[config.mk]
export PLATFORM = sky130hd
export DESIGN_NAME = bcd_serial_collector
export DESIGN_NICKNAME = d
export VERILOG_FILES = /design/src/rtl/bcd_pkg.sv /design/src/rtl/bcd_digit_deser.sv /design/src/rtl/bcd_serial_collector.sv
export SDC_FILE = /design/constraint.sdc
export NUM_CORES = 1
export LEC_CHECK = 0
export ABC_CLOCK_PERIOD_IN_PS = 2600
export CORE_ASPECT_RATIO = 0.6
export CORE_UTILIZATION = 25
export CTS_CLUSTER_SIZE = 20
export DETAILED_ROUTE_END_ITERATION = 10
export PLACE_DENSITY = 0.47
export SYNTH_ARGS = -nofsm -noshare
export SYNTH_HDL_FRONTEND = slang
export SYNTH_HIERARCHICAL = 1
export SYNTH_SLANG_ARGS = --single-unit
export TNS_END_PERCENT = 5
[constraint.sdc]
create_clock -name Clk -period 2.6 [get_ports Clk]
set_input_delay 0.78 -clock Clk [delete_from_list [all_inputs] [get_ports Clk]]
set_output_delay 0.78 -clock Clk [all_outputs]
set_load 0.01 [all_outputs]
[src/rtl/bcd_pkg.sv]
// Shared widths, digit limits and output-FSM encoding for the serial BCD collector.
package bcd_pkg;

    localparam int unsigned DIGIT_W   = 4;
    localparam int unsigned BIT_CNT_W = 2;
    localparam logic [DIGIT_W-1:0] BCD_MAX = 4'd9;

    typedef enum logic {
        ST_EMPTY = 1'b0,
        ST_FULL  = 1'b1
    } out_state_e;

    function automatic logic is_bcd(input logic [DIGIT_W-1:0] digit);
        return digit <= BCD_MAX;
    endfunction

endpackage

[src/rtl/bcd_digit_deser.sv]
// Serial-in, LSB-first assembly of one 4-bit digit; flags completion and non-BCD values.
module bcd_digit_deser
    import bcd_pkg::*;
(
    input  logic               clk_i,
    input  logic               rst_i,
    input  logic               clr_i,
    input  logic               din_i,
    input  logic               din_valid_i,
    output logic [DIGIT_W-1:0] digit_c_o,
    output logic               digit_done_c_o,
    output logic               digit_bad_c_o
);

    logic [DIGIT_W-1:0]   shift_q, shift_d;
    logic [BIT_CNT_W-1:0] bit_cnt_q, bit_cnt_d;
    logic                 cap;

    // The digit view includes the bit arriving on this edge so the last-bit check sees all 4 bits.
    always_comb begin
        cap                = din_valid_i && !clr_i;
        shift_d            = shift_q;
        shift_d[bit_cnt_q] = din_i;
        bit_cnt_d          = bit_cnt_q;
        if (clr_i) begin
            bit_cnt_d = '0;
        end else if (cap) begin
            bit_cnt_d = BIT_CNT_W'(bit_cnt_q + 1'b1);
        end
    end

    always_ff @(posedge clk_i or posedge rst_i) begin
        if (rst_i) begin
            shift_q   <= '0;
            bit_cnt_q <= '0;
        end else begin
            bit_cnt_q <= bit_cnt_d;
            if (cap) begin
                shift_q <= shift_d;
            end
        end
    end

    assign digit_c_o      = shift_d;
    assign digit_done_c_o = cap && (bit_cnt_q == BIT_CNT_W'(DIGIT_W - 1));
    assign digit_bad_c_o  = digit_done_c_o && !is_bcd(shift_d);

endmodule

[src/rtl/bcd_serial_collector.sv]
// Collects serial BCD digits into NUM_DIGITS-digit words behind a one-entry valid/ready register.
module bcd_serial_collector
    import bcd_pkg::*;
#(
    parameter int unsigned NUM_DIGITS = 2
) (
    input  logic                          Clk,
    input  logic                          Rst,
    input  logic                          Clr,
    input  logic                          Din,
    input  logic                          Din_valid,
    output logic [DIGIT_W*NUM_DIGITS-1:0] Dout,
    output logic                          Dout_valid,
    input  logic                          Dout_ready,
    output logic                          Dout_err,
    output logic                          Overrun
);

    localparam int unsigned WORD_W    = DIGIT_W * NUM_DIGITS;
    localparam int unsigned DIG_CNT_W = (NUM_DIGITS > 1) ? $clog2(NUM_DIGITS) : 1;

    logic [DIGIT_W-1:0]   digit;
    logic                 digit_done;
    logic                 digit_bad;

    logic [DIG_CNT_W-1:0] dig_cnt_q, dig_cnt_d;
    logic [WORD_W-1:0]    acc_q, acc_d;
    logic                 err_acc_q, err_acc_d;
    logic                 word_done;
    logic                 word_err;

    out_state_e           state_q, state_d;
    logic [WORD_W-1:0]    dout_q, dout_d;
    logic                 dout_err_q, dout_err_d;
    logic                 overrun_q, overrun_d;
    logic                 load;

    bcd_digit_deser u_deser (
        .clk_i          (Clk),
        .rst_i          (Rst),
        .clr_i          (Clr),
        .din_i          (Din),
        .din_valid_i    (Din_valid),
        .digit_c_o      (digit),
        .digit_done_c_o (digit_done),
        .digit_bad_c_o  (digit_bad)
    );

    // Word assembly: place each finished digit, accumulate the error flag, detect word end.
    always_comb begin
        dig_cnt_d = dig_cnt_q;
        acc_d     = acc_q;
        err_acc_d = err_acc_q;
        word_done = 1'b0;
        word_err  = err_acc_q | digit_bad;
        if (Clr) begin
            dig_cnt_d = '0;
            err_acc_d = 1'b0;
        end else if (digit_done) begin
            for (int i = 0; i < int'(NUM_DIGITS); i++) begin
                if (dig_cnt_q == DIG_CNT_W'(i)) begin
                    acc_d[i*DIGIT_W +: DIGIT_W] = digit;
                end
            end
            if (dig_cnt_q == DIG_CNT_W'(NUM_DIGITS - 1)) begin
                word_done = 1'b1;
                dig_cnt_d = '0;
                err_acc_d = 1'b0;
            end else begin
                dig_cnt_d = DIG_CNT_W'(dig_cnt_q + 1'b1);
                err_acc_d = word_err;
            end
        end
    end

    always_ff @(posedge Clk or posedge Rst) begin
        if (Rst) begin
            state_q <= ST_EMPTY;
        end else begin
            state_q <= state_d;
        end
    end

    always_comb begin
        state_d = state_q;
        case (state_q)
            ST_EMPTY: if (word_done) state_d = ST_FULL;
            ST_FULL:  if (Dout_ready && !word_done) state_d = ST_EMPTY;
            default:  state_d = ST_EMPTY;
        endcase
    end

    // A finished word loads only if the register is free or being drained on this same edge.
    always_comb begin
        load       = word_done && ((state_q == ST_EMPTY) || Dout_ready);
        dout_d     = dout_q;
        dout_err_d = dout_err_q;
        overrun_d  = word_done && (state_q == ST_FULL) && !Dout_ready;
        if (load) begin
            dout_d     = acc_d;
            dout_err_d = word_err;
        end
    end

    always_ff @(posedge Clk or posedge Rst) begin
        if (Rst) begin
            dig_cnt_q  <= '0;
            acc_q      <= '0;
            err_acc_q  <= 1'b0;
            dout_q     <= '0;
            dout_err_q <= 1'b0;
            overrun_q  <= 1'b0;
        end else begin
            dig_cnt_q  <= dig_cnt_d;
            acc_q      <= acc_d;
            err_acc_q  <= err_acc_d;
            dout_q     <= dout_d;
            dout_err_q <= dout_err_d;
            overrun_q  <= overrun_d;
        end
    end

    assign Dout       = dout_q;
    assign Dout_err   = dout_err_q;
    assign Overrun    = overrun_q;
    assign Dout_valid = (state_q == ST_FULL);

endmodule

==> out/results.tsv <==
metric	value	unit
status	finished clean	
Worst Tran Pin Value	0.651	ns
RSZ-0062 raised after global routing	no	
post-synthesis cell area	1110	um^2
reg2reg path depth	6	
clk buf depth	2	
peak supply drop	0.167	mV
Antenna Cells	0	
num ports	17	
Slowest-stage cell, CP	clkdlybuf4s50_1	
Yosys cell types	21	
Total Power	779	uW
Fin Hold WS	0.516	ns
DRT Wirelength	2020	um
HPWL Detailed	1500	um
Final setup viols	0	
GPL Wtd Cong	0.653	
grt ovf	0	
Yosys reg bits	23	
crit path launch type	input port	
Hold/Removal Path Class	reg2reg	
Yosys warning count	6	
post-CTS sizing	0	
Initial DRT Pass Iterations	3	
proportion of layout cells with a drive suffix above 1	0.316	
r2r setup slk	0.85	ns
post-route ant nets	0	
post-layout util	0.338	
DIE HEIGHT	53.6	um
fmax	458	MHz
via count	618	
vias in the first global route	618	
CP Capture Type	flip-flop	
peak fanout along the critical path	9	
Worst Path Arrival	2.33	ns
syn_nets	86	
most frequent cells in the layout	dfrtp_1 (23), clkdlybuf4s50_1 (16), mux2_4 (15)	
Reg clk slew, reported paths	0.08	ns
Final Cycle Share	0.839	
Root Driver	clkbuf_8	
initial core utilization	0.265	
post-CTS setup buffer count	0	
Site Rows	18	
FF-to-FF End	Dout[3]	
total global-route track usage	0.0952	
Core Footprint	4190	um^2
Mapped Avg Cell Area	14.6	um^2
P&R area growth vs syn	27.4	%
Nets	109	
largest net degree at the start of global routing	18	
share of the yosys chip area belonging to registers	0.518	
initial antenna violation count	0	
die area	4720	um^2
crit path kind	in2reg	
crit path from	Clr	
WL/cell	12.8	um
slew margin rel.	0.565	
Worst path top cell family by delay	simple AND/OR/NAND/NOR gates	
worst path buffer plus inverter count	2	
min Tclk post-route	2.18	ns
Hold Path Stages	1	
fin. max-slew vios	0	
CTS tree	yes	
Hold Buf Count CTS	0	
non-filler cells, final	158	
First DRT Iteration DRCs	8	
Die Width	88.1	um
routed vias/inst	3.91	
H-Tree Depth	1	
CP Data Required Time	2.75	ns
Fin Setup TNS	0	ns
reg-to-reg critical path startpoint	u_deser/bit_cnt_q[0]	
number of port buffers	16	
clock sink total	23	
pwr/cell area	550	nW/um^2
Post-route DRC	0	
Hold Fails Final Rpt	0	
# placed instances	154	
clock skew	0.00176	ns
Cells after Synth	76	
Critical Path, Cell by Cell	clkdlybuf4s50_1 > and3b_4 > nand3b_4 > nor2b_2 > buf_12 > mux2_4	
CP Capture Point	Dout[3]	
CTS Buf Count	3	
global-route wire length before repair	3200	um
Lkg Pwr	0.000705	uW
commonest non-fill, non-tap cell in the layout	dfrtp_1	
Max stage delay on crit path	0.44	ns
max-cap violation count	0	
Worst-Skew Late Latency	0.26	ns
Crit path depth	6	
[worst min path at each step]
stage,slack (ns),endpoint,startpoint
final,0.52,Dout[2],Dout[2]
after global routing,0.54,Dout[3],Dout[3]
after CTS,0.52,Dout[2],Dout[2]
after detailed placement,0.50,Dout[2],Dout[2]
after global placement,0.49,u_deser/shift_q[3],u_deser/shift_q[3]
after floorplan,0.48,u_deser/shift_q[3],u_deser/shift_q[3]
[per-stage QoR]
step / area [um^2] / setup WS, ns
after floorplan: 1110 / 0.700
after global placement: 1370 / 0.147
after detailed placement: 1370 / 0.130
after CTS: 1420 / 0.413
after global routing: 1420 / 0.334
final: 1420 / 0.418
[cell usage after synthesis (all sizes together)]
cell     n  area (um^2)
nand2    1         3.75
dfrtp   23          576
mux2i    2         20.0
inv      5         18.8
nand3b   1         20.0
nor2b    5         33.8
nor2     5         18.8
o211a    1         10.0
nand2b   1         6.26
and2b    1         10.0
ha       4         50.1
a211oi   1         7.51
a21o     4         35.0
and3b    1         12.5
buf      1         11.3
nor3b    1         18.8
xnor2    2         17.5
a21oi    1         5.00
mux2    16          236
[final cells by class]
cell class / count / area [um^2]
Multi-Input combinational cell: 47 / 505
Tap cell: 60 / 75.1
Timing Repair Buffer: 19 / 195
Inverter: 5 / 18.8
Sequential cell: 23 / 576
Clock buffer: 4 / 45.0
Fill cell: 427 / 2770
[layer usage]
metal | track usage | share of wire
met2 | 0.130 | 0.41
met3 | 0.0460 | 0.047
met1 | 0.138 | 0.55
met5 | 0 | 0
met4 | 0.00806 | 0
[cell families (layout without fill, tap and decap cells)]
family          Yosys count  after routing  synth area share
flops                    23             23             0.518
mux                      18             18             0.231
simple gates             16             16             0.111
compound gates            7              7            0.0518
buf+inv                   6             28            0.0270
fa+ha+maj                 4              4            0.0450
xor+xnor                  2              2            0.0158
[power by group]
group	switching (uW)	total, uW	internal [uW]	leakage [uW]
clock	111	221	109	0.0000228
sequential	19.8	409	389	0.000308
combinational	61.5	149	87.3	0.000374
total	193	779	586	0.000705
[sequential cells by signal (all words and copies together), names as in the netlist]
name and flops:
u_deser/shift_q 4, u_deser/bit_cnt_q 2, err_acc_q 1, dig_cnt_q 1, Dout 8, Dout_valid 1, acc_q 4, Overrun 1
Dout_err 1
[worst register-to-register path, stage by stage, from the launching register on]
cell and delay, ns:
dfrtp_1 0.42, ha_1 0.21, and3b_4 0.28, nand3b_4 0.10
nor2b_2 0.16, buf_12 0.16, mux2_4 0.30
(Power assumes the default switching activity.)
